===== config.mk =====
export PLATFORM = sky130hd
export DESIGN_NAME = main_fsm
export DESIGN_NICKNAME = d
export VERILOG_FILES = /design/src/rtl/main_fsm.sv
export SDC_FILE = /design/constraint.sdc
export NUM_CORES = 1
export LEC_CHECK = 0
export CAP_MARGIN = 40
export CORE_MARGIN = 1
export CORE_UTILIZATION = 42
export CTS_CLUSTER_SIZE = 14
export DETAILED_ROUTE_END_ITERATION = 8
export GPL_TIMING_DRIVEN = 0
export PLACE_DENSITY = 0.83
export SLEW_MARGIN = 20
export SYNTH_ARGS = -nofsm -noshare
export SYNTH_HDL_FRONTEND = slang
export SYNTH_SLANG_ARGS = --single-unit

===== constraint.sdc =====
create_clock -name clk -period 2.15 [get_ports clk]
set_input_delay 0.215 -clock clk [delete_from_list [all_inputs] [get_ports clk]]
set_output_delay 0.215 -clock clk [all_outputs]
set_load 0.02 [all_outputs]

===== src/rtl/main_fsm.sv =====
`default_nettype none
// ============================================================================
//  Module   : main_fsm
//  Purpose  : Multicycle RV32 control FSM (Moore) with retired-instruction
//             counter. Optional macro ILLEGAL_OP_TRAP_EN traps unknown opcodes.
//  Revision : 1.0 - initial release
// ============================================================================
module main_fsm #(
    parameter int CNT_W = 32
) (
    input  logic             clk,
    input  logic             reset,
    input  logic [6:0]       op,
    output logic [1:0]       ALUOp,
    output logic [1:0]       ALUSrcA,
    output logic [1:0]       ALUSrcB,
    output logic [1:0]       ResultSrc,
    output logic             AdrSrc,
    output logic             IRWrite,
    output logic             PCUpdate,
    output logic             Branch,
    output logic             RegWrite,
    output logic             MemWrite,
    output logic [3:0]       State,
    output logic [CNT_W-1:0] InstrCount,
    output logic             IllegalOp
);

    localparam logic [3:0] c_FETCH    = 4'd0;
    localparam logic [3:0] c_DECODE   = 4'd1;
    localparam logic [3:0] c_MEMADR   = 4'd2;
    localparam logic [3:0] c_MEMREAD  = 4'd3;
    localparam logic [3:0] c_MEMWB    = 4'd4;
    localparam logic [3:0] c_MEMWRITE = 4'd5;
    localparam logic [3:0] c_EXECUTER = 4'd6;
    localparam logic [3:0] c_EXECUTEI = 4'd7;
    localparam logic [3:0] c_ALUWB    = 4'd8;
    localparam logic [3:0] c_BEQ      = 4'd9;
    localparam logic [3:0] c_JAL      = 4'd10;
    localparam logic [3:0] c_ERROR    = 4'd11;

    localparam logic [6:0] c_OP_LW   = 7'b0000011;
    localparam logic [6:0] c_OP_SW   = 7'b0100011;
    localparam logic [6:0] c_OP_R    = 7'b0110011;
    localparam logic [6:0] c_OP_I    = 7'b0010011;
    localparam logic [6:0] c_OP_BEQ  = 7'b1100011;
    localparam logic [6:0] c_OP_JAL  = 7'b1101111;

    logic [3:0]       state_q, state_d;
    logic [CNT_W-1:0] cnt_q, cnt_d;
    logic             w_retire;

    // State register and retired-instruction counter
    always_ff @(posedge clk or posedge reset) begin
        if (reset) begin
            state_q <= c_FETCH;
            cnt_q   <= '0;
        end else begin
            state_q <= state_d;
            cnt_q   <= cnt_d;
        end
    end

    // Next-state logic
    always_comb begin
        state_d = c_FETCH;
        case (state_q)
            c_FETCH:    state_d = c_DECODE;
            c_DECODE: begin
                case (op)
                    c_OP_LW, c_OP_SW: state_d = c_MEMADR;
                    c_OP_R:           state_d = c_EXECUTER;
                    c_OP_I:           state_d = c_EXECUTEI;
                    c_OP_BEQ:         state_d = c_BEQ;
                    c_OP_JAL:         state_d = c_JAL;
`ifdef ILLEGAL_OP_TRAP_EN
                    default:          state_d = c_ERROR;
`else
                    default:          state_d = c_FETCH;
`endif
                endcase
            end
            c_MEMADR:   state_d = (op == c_OP_LW) ? c_MEMREAD : c_MEMWRITE;
            c_MEMREAD:  state_d = c_MEMWB;
            c_MEMWB:    state_d = c_FETCH;
            c_MEMWRITE: state_d = c_FETCH;
            c_EXECUTER: state_d = c_ALUWB;
            c_EXECUTEI: state_d = c_ALUWB;
            c_ALUWB:    state_d = c_FETCH;
            c_BEQ:      state_d = c_FETCH;
            c_JAL:      state_d = c_ALUWB;
`ifdef ILLEGAL_OP_TRAP_EN
            c_ERROR:    state_d = c_ERROR;
`endif
            default:    state_d = c_FETCH;
        endcase
    end

    // Only the four terminal states retire; each always returns to FETCH.
    assign w_retire = (state_q == c_MEMWB) || (state_q == c_MEMWRITE) ||
                      (state_q == c_ALUWB) || (state_q == c_BEQ);

    always_comb begin
        cnt_d = cnt_q;
        if (w_retire) begin
            cnt_d = cnt_q + CNT_W'(1);
        end
    end

    // Moore output decode
    always_comb begin
        ALUOp     = 2'b00;
        ALUSrcA   = 2'b00;
        ALUSrcB   = 2'b00;
        ResultSrc = 2'b00;
        AdrSrc    = 1'b0;
        IRWrite   = 1'b0;
        PCUpdate  = 1'b0;
        Branch    = 1'b0;
        RegWrite  = 1'b0;
        MemWrite  = 1'b0;
        case (state_q)
            c_FETCH: begin
                IRWrite   = 1'b1;
                ALUSrcB   = 2'b10;
                ResultSrc = 2'b10;
                PCUpdate  = 1'b1;
            end
            c_DECODE: begin
                ALUSrcA = 2'b01;
                ALUSrcB = 2'b01;
            end
            c_MEMADR: begin
                ALUSrcA = 2'b10;
                ALUSrcB = 2'b01;
            end
            c_MEMREAD: begin
                AdrSrc = 1'b1;
            end
            c_MEMWB: begin
                ResultSrc = 2'b01;
                RegWrite  = 1'b1;
            end
            c_MEMWRITE: begin
                AdrSrc   = 1'b1;
                MemWrite = 1'b1;
            end
            c_EXECUTER: begin
                ALUSrcA = 2'b10;
                ALUOp   = 2'b10;
            end
            c_EXECUTEI: begin
                ALUSrcA = 2'b10;
                ALUSrcB = 2'b01;
                ALUOp   = 2'b10;
            end
            c_ALUWB: begin
                RegWrite = 1'b1;
            end
            c_BEQ: begin
                ALUSrcA = 2'b10;
                ALUOp   = 2'b01;
                Branch  = 1'b1;
            end
            c_JAL: begin
                ALUSrcA  = 2'b01;
                ALUSrcB  = 2'b10;
                PCUpdate = 1'b1;
            end
            default: begin
            end
        endcase
    end

`ifdef ILLEGAL_OP_TRAP_EN
    logic illegal_q, illegal_d;

    always_comb begin
        illegal_d = illegal_q | ((state_q == c_DECODE) && (state_d == c_ERROR));
    end

    always_ff @(posedge clk or posedge reset) begin
        if (reset) begin
            illegal_q <= 1'b0;
        end else begin
            illegal_q <= illegal_d;
        end
    end

    assign IllegalOp = illegal_q;
`else
    assign IllegalOp = 1'b0;
`endif

    assign State      = state_q;
    assign InstrCount = cnt_q;

endmodule
`default_nettype wire


==> summary.txt, run 1 <==
Die
  • Chip width: 69.8 µm
  • Die ar.: 4870 µm²
  • Row cnt: 24
  • Initial core utilization: 0.440
  • Die Height: 69.8 µm
  • CORE AREA: 4380 µm²
  • # IOs: 60

Critical path
  • Critical path class: reg -> reg
  • Crit path max fanout: 10
  • Crit path cell chain: and3_1 -> or3b_2 -> buf_2 -> nor4_1 -> xor2_1
  • Number of buffer and inverter stages on the critical path: 1
  • Critical-path cell with the highest stage delay: or3b_2
  • Critical Path AT: 2.22 ns
  • Critical Path RT: 2.35 ns
  • Cell family with most CP delay: simple AND/OR/NAND/NOR gates
  • CP max stage delay: 0.50 ns
  • Crit. End Element: flip-flop
  • Type of origin of the critical path: flip-flop

Global route
  • Grt ovf: 0
  • GRT Overall Usage: 0.184
  • Largest net degree at the start of global routing: 37
  • Grt met1 use: 0.247
  • Gr busiest metal: met2
  • GR met2 Demand/Resource: 0.299
  • Vias in the first global route: 1,549
  • Global-route wire length before repair: 7220 µm
  • Global-route met3 utilization: 0.0378
  • Initial antenna violation count: 0

Synth
  • FF+latch count, synth: 36
  • Synthesis Warnings: 0
  • Ys async rst share: 1.00
  • Top_reg_cell synth: dfrtp_1
  • Synth top area share: 0.467
  • Number of synthesized flops with an enable pin: 0
  • Synth top area cells: dfrtp_1 47%, xor2_1 10%, xnor2_1 5.0%, nand2_1 3.7%, nor4_4 3.3%
  • Synth Cell Area: 1930 µm²
  • Post-synth top cells: 36 x dfrtp_1, 23 x xor2_1, 19 x nand2_1
  • Top-count cell post-synth: dfrtp_1
  • Seq/Total Area, Yosys: 0.467
  • Synth cell types: 38
  • Largest area contributor in the netlist: dfrtp_1
  • Synthesized area per cell: 10.4 µm²
  • Synth Instances: 186
  • Syn nets: 196

Detailed routing
  • Antenna-violating nets left: 0
  • DR iter-0 viols: 88
  • # DRC: 0
  • Vias: 1,602
  • Wire length per cell: 13.7 µm
  • WL final: 4160 µm
  • Vias per inst: 5.27
  • DR pass1 iterations: 4

Timing
  • Final period util: 0.943
  • Final WS setup: 0.122 ns
  • Fin. Hold Viols: 0
  • Max Clk Rate: 493 MHz
  • Slew @ Worst Pin: 0.754 ns
  • Setup tns final: 0 ns
  • Slew Viols, Final: 0
  • Setup violators final: 0
  • Minimum clock period: 2.03 ns
  • RSZ-0062 raised after global routing: false
  • Slew HR: 0.496
  • Fin Clk Skew: 0.00845 ns
  • Worst hold margin: 0.372 ns

Clocking
  • Root buffer cell: clkbuf_8
  • Reg clk slew, reported paths: 0.08 ns
  • Clk_lat worst skew: 0.28 ns
  • Post-CTS Setup Bufs: 0
  • CTS tree: yes
  • Number of buffers created by CTS: 5
  • Max Buffers Root-to-Sink: 2
  • CTS sink cnt: 36
  • H-tree depth: 2

Placement
  • GPL Wtd Cong: 0.900
  • Port Buffers: 58
  • Dpl hpwl: 2990 µm
  • Placed Cells: 296
  • Place WS: 0.0711 ns

Power
  • Pwr per Cell Area: 701 nW/µm²
  • Pleak: 1.32 nW
  • VDD IR-drop max: 0.680 mV

Layout
  • Cell Count, Final, Fillers Out: 304
  • Post-layout util: 0.623
  • Area Growth Syn to Fin: 41.5%
  • Nets: 261
  • Share of layout cells above drive strength 1: 0.131
  • Number of diodes: 0

Worst hold path
  • Min-delay worst type: in -> async

Outcome
  • Status: finished, final reports clean

Job
  • Max cap viols: 0
-- final cells by class --
class,instances,area [µm²]
buffer,9,66.3
clock buffer,5,68.8
clock inverter,3,42.5
fill,368,1650
inverter,4,15.0
multi-input combinational,137,981
sequential,36,903
tap,52,65.1
timing repair buffer,58,591
-- sequential cells by signal (all words and copies together), names as in the netlist --
register	cells
InstrCount	32
State	4
-- timing repair --
action | 4_1_cts | 5_1_grt
hold buffers | 0 | 0
pin swaps | 0 | 1
resized for setup | 14 | 8
cloned | 0 | 0
setup endpoints to repair | 12 | 8
-- cells by family (layout without fill, tap and decap cells) --
family | after synthesis | after routing | synth area share
buf+inv | 13 | 79 | 0.0356
xor+xnor | 34 | 34 | 0.154
simple gates | 91 | 91 | 0.296
fa+ha+maj | 1 | 1 | 0.00648
compound gates | 9 | 9 | 0.0337
mux | 1 | 1 | 0.00583
flops | 36 | 36 | 0.467
other cells | 1 | 1 | 0.00194
-- power breakdown --
group          leakage (nW)  total (mW)  switching, mW  internal, mW
Combinational         0.768       0.560          0.299         0.261
Sequential            0.494       0.770         0.0544         0.716
Clock                0.0541       0.585          0.242         0.343
-- final timing paths --
| kind | depth (start not counted) | endpoint | from | slack [ns] |
|---|---|---|---|---|
| setup / recovery | 5 | InstrCount[28]$_DFFE_PP0P_ | InstrCount[15]$_DFFE_PP0P_ | 0.12 |
| hold / removal | 2 | State[3]$_DFF_PP0_ | reset | 0.37 |
| setup reg to reg | 5 | InstrCount[28]$_DFFE_PP0P_ | InstrCount[15]$_DFFE_PP0P_ | 0.12 |
| hold reg to reg | 1 | InstrCount[31]$_DFFE_PP0P_ | InstrCount[31]$_DFFE_PP0P_ | 0.48 |
| max in group asynchronous | 2 | State[1]$_DFF_PP0_ | reset | 1.28 |
| min in group clk | 1 | InstrCount[31]$_DFFE_PP0P_ | InstrCount[31]$_DFFE_PP0P_ | 0.48 |
-- through the flow --
step	power (mW)	cell area, µm²
final	1.91	2730
after global routing	2.02	2730
after CTS	1.94	2710
after detailed placement	1.35	2580
after global placement	1.34	2580
after floorplan	1.09	1930
-- per-layer routing --
layer / vias up / wire length (µm)
li1: 788 / -
met1: 760 / 1900
met2: 52 / 2050
met3: 2 / 206
met4: 0 / 2
met5: - / 0
-- placed cells by master (no fill, tap or decap), types with 2 or more instances in the layout --
cell type | Yosys | final
nand2_1 | 19 | 19
and4_1 | 2 | 2
a32o_1 | 2 | 2
nor4b_2 | 2 | 2
inv_1 | 4 | 3
buf_4 | 3 | 5
clkbuf_8 | 0 | 5
dfrtp_2 | 0 | 2
o21ai_0 | 2 | 2
dlygate4sd2_1 | 0 | 4
xor2_1 | 23 | 23
xnor2_1 | 11 | 10
nor2_1 | 14 | 14
and3_1 | 5 | 5
or4b_4 | 2 | 2
nor3b_1 | 4 | 4
nor4_2 | 1 | 3
clkdlybuf4s50_1 | 0 | 48
dfrtp_1 | 36 | 34
nor4_4 | 3 | 3
nor3_1 | 11 | 11
nor4_1 | 6 | 4
dlymetal6s2s_1 | 0 | 6
nand4_1 | 7 | 7
nand2b_1 | 3 | 3
nand3_1 | 7 | 7
(Power assumes the default switching activity.)
==> run 2, diff against run 1 <==
--- a/config.mk
+++ b/config.mk
@@ -6,12 +6,15 @@
 export NUM_CORES = 1
 export LEC_CHECK = 0
 export CAP_MARGIN = 40
-export CORE_MARGIN = 1
-export CORE_UTILIZATION = 42
+export CELL_PAD_IN_SITES_DETAIL_PLACEMENT = 2
+export CELL_PAD_IN_SITES_GLOBAL_PLACEMENT = 2
+export CORE_MARGIN = 2
+export CORE_UTILIZATION = 28
 export CTS_CLUSTER_SIZE = 14
 export DETAILED_ROUTE_END_ITERATION = 8
 export GPL_TIMING_DRIVEN = 0
-export PLACE_DENSITY = 0.83
+export MAX_ROUTING_LAYER = met4
+export PLACE_DENSITY = 0.89
 export SLEW_MARGIN = 20
 export SYNTH_ARGS = -nofsm -noshare
 export SYNTH_HDL_FRONTEND = slang
==> summary.txt, run 2 (synthesized netlist as in run 1, its figures left out) <==
Power
  • Clock power share: 0.312
  • VDD IR-drop max: 0.381 mV
  • P_sw: 0.625 mW
  • Pwr per Cell Area: 695 nW/µm²
  • Seq pwr share: 0.399
  • Final Power: 1.93 mW
  • Pleak: 1.30 nW
  • Logic pwr share: 0.288
  • P_int: 1.30 mW
  • Sw Ratio: 0.324

Critical path
  • Crit path max fanout: 10
  • Crit. End Element: flip-flop
  • Critical Path AT: 2.28 ns
  • Critical path class: reg -> reg
  • Type of origin of the critical path: flip-flop
  • Critical Path RT: 2.36 ns
  • R2R depth: 5

Layout
  • Largest register FFs: 32
  • Nets: 265
  • Most frequent cells in the layout: 47 x clkdlybuf4s50_1, 35 x dfrtp_1, 23 x xor2_1
  • Post-layout util: 0.413
  • Area Growth Syn to Fin: 43.7%
  • Number of diodes: 0
  • Post-Layout Inst Area: 2780 µm²
  • Share of layout cells above drive strength 1: 0.137
  • Most common cell after layout, fill and taps aside: clkdlybuf4s50_1
  • Cell Count, Final, Fillers Out: 336

Placement
  • Dpl hpwl: 4010 µm
  • GPL Wtd Cong: 0.843
  • Placed Area: 2610 µm²
  • Port Buffers: 58
  • Placed Cells: 324

Detailed routing
  • DR iter-0 viols: 33
  • Top routing layer used: met4
  • Antenna-violating nets left: 0
  • Vias per inst: 4.99
  • Routed length on met1: 2230 µm
  • DR pass1 iterations: 4
  • Wire length per cell: 16.1 µm
  • Met3 routed WL: 343 µm
  • Vias: 1,677
  • # DRC: 0
  • Routed wl met2: 2760 µm
  • WL final: 5420 µm

Timing
  • Final period util: 0.963
  • Fin. Hold Viols: 0
  • RSZ-0062 raised after global routing: true
  • Setup tns final: 0 ns
  • Fin Clk Skew: 0.00662 ns
  • Max Clk Rate: 483 MHz
  • Setup violators final: 0
  • Slew Viols, Final: 0
  • Minimum clock period: 2.07 ns

Clocking
  • Max Buffers Root-to-Sink: 2
  • Reg clk slew, reported paths: 0.08 ns
  • H-tree depth: 2
  • CTS tree: yes
  • Root buffer cell: clkbuf_8
  • Number of buffers created by CTS: 5
  • Clk_lat worst skew: 0.29 ns
  • Hold buffer count at cts: 0
  • CTS sink cnt: 36

Die
  • Die Height: 87.0 µm
  • Chip width: 87.0 µm
  • Die ar.: 7580 µm²
  • CORE AREA: 6720 µm²
  • Row cnt: 30
  • # IOs: 60
  • Initial core utilization: 0.287

Global route
  • Largest net degree at the start of global routing: 37
  • Initial antenna violation count: 0
  • Grt ovf: 0
  • Global-route wire length before repair: 9110 µm
  • GRT Overall Usage: 0.161
  • Vias in the first global route: 1,811

Job
  • Max cap viols: 0

Worst hold path
  • Min-delay worst type: in -> async

Outcome
  • Status: finished, final reports clean
run 2: layout make-up:
type	count	area (µm²)
multi-input cells	137	975
inverters	4	15.0
well taps	80	100
clock buffers	5	68.8
clock inverters	3	42.5
flip-flops and latches	36	902
repair buffers	62	611
fillers	715	3940
plain buffers	9	61.3
run 2: per-stage QoR:
step	hold slack (ns)	setup WS, ns
3_5_place_dp	0.456	-0.0275
4_1_cts	0.410	0.0177
3_3_place_gp	0.457	-0.0169
5_1_grt	0.116	-0.0384
6_report	0.116	0.0792
2_1_floorplan	0.376	0.128
run 2: what timing repair did:
| action | 4_1_cts | 5_1_grt |
|---|---|---|
| pin swaps | 0 | 1 |
| setup buffers | 0 | 2 |
| endpoints found under the setup margin | 16 | 10 |
| cloned | 0 | 0 |
| resized for setup | 18 | 1 |
run 2: worst paths after layout:
kind                                             from                         end  slack, ns
max                        InstrCount[15]$_DFFE_PP0P_  InstrCount[25]$_DFFE_PP0P_       0.08
min                                             reset  InstrCount[13]$_DFFE_PP0P_       0.12
max reg2reg                InstrCount[15]$_DFFE_PP0P_  InstrCount[25]$_DFFE_PP0P_       0.08
min reg2reg                InstrCount[31]$_DFFE_PP0P_  InstrCount[31]$_DFFE_PP0P_       0.46
max in group asynchronous                       reset          State[1]$_DFF_PP0_       1.62
min in group clk           InstrCount[31]$_DFFE_PP0P_  InstrCount[31]$_DFFE_PP0P_       0.46
run 2: power by group through the flow:
stage | Sequential (mW) | Clock (mW) | Combinational [mW]
6_report | 0.770 | 0.602 | 0.556
5_1_grt | 0.778 | 0.651 | 0.605
4_1_cts | 0.771 | 0.627 | 0.561
3_5_place_dp | 0.782 | 0 | 0.592
3_3_place_gp | 0.780 | 0 | 0.580
2_1_floorplan | 0.818 | 0 | 0.274
run 2: worst max-delay path: stages, from the launching register on:
cell     delay, ns
dfrtp_1       0.44
and3_1        0.25
or3b_2        0.51
buf_2         0.23
nor4_1        0.38
xor2_1        0.18
run 2: per-layer routing:
layer / vias up / global-route usage
met5: - / -
met1: 834 / 0.185
met3: 7 / 0.0493
met4: 0 / 0.0554
li1: 790 / -
met2: 46 / 0.265
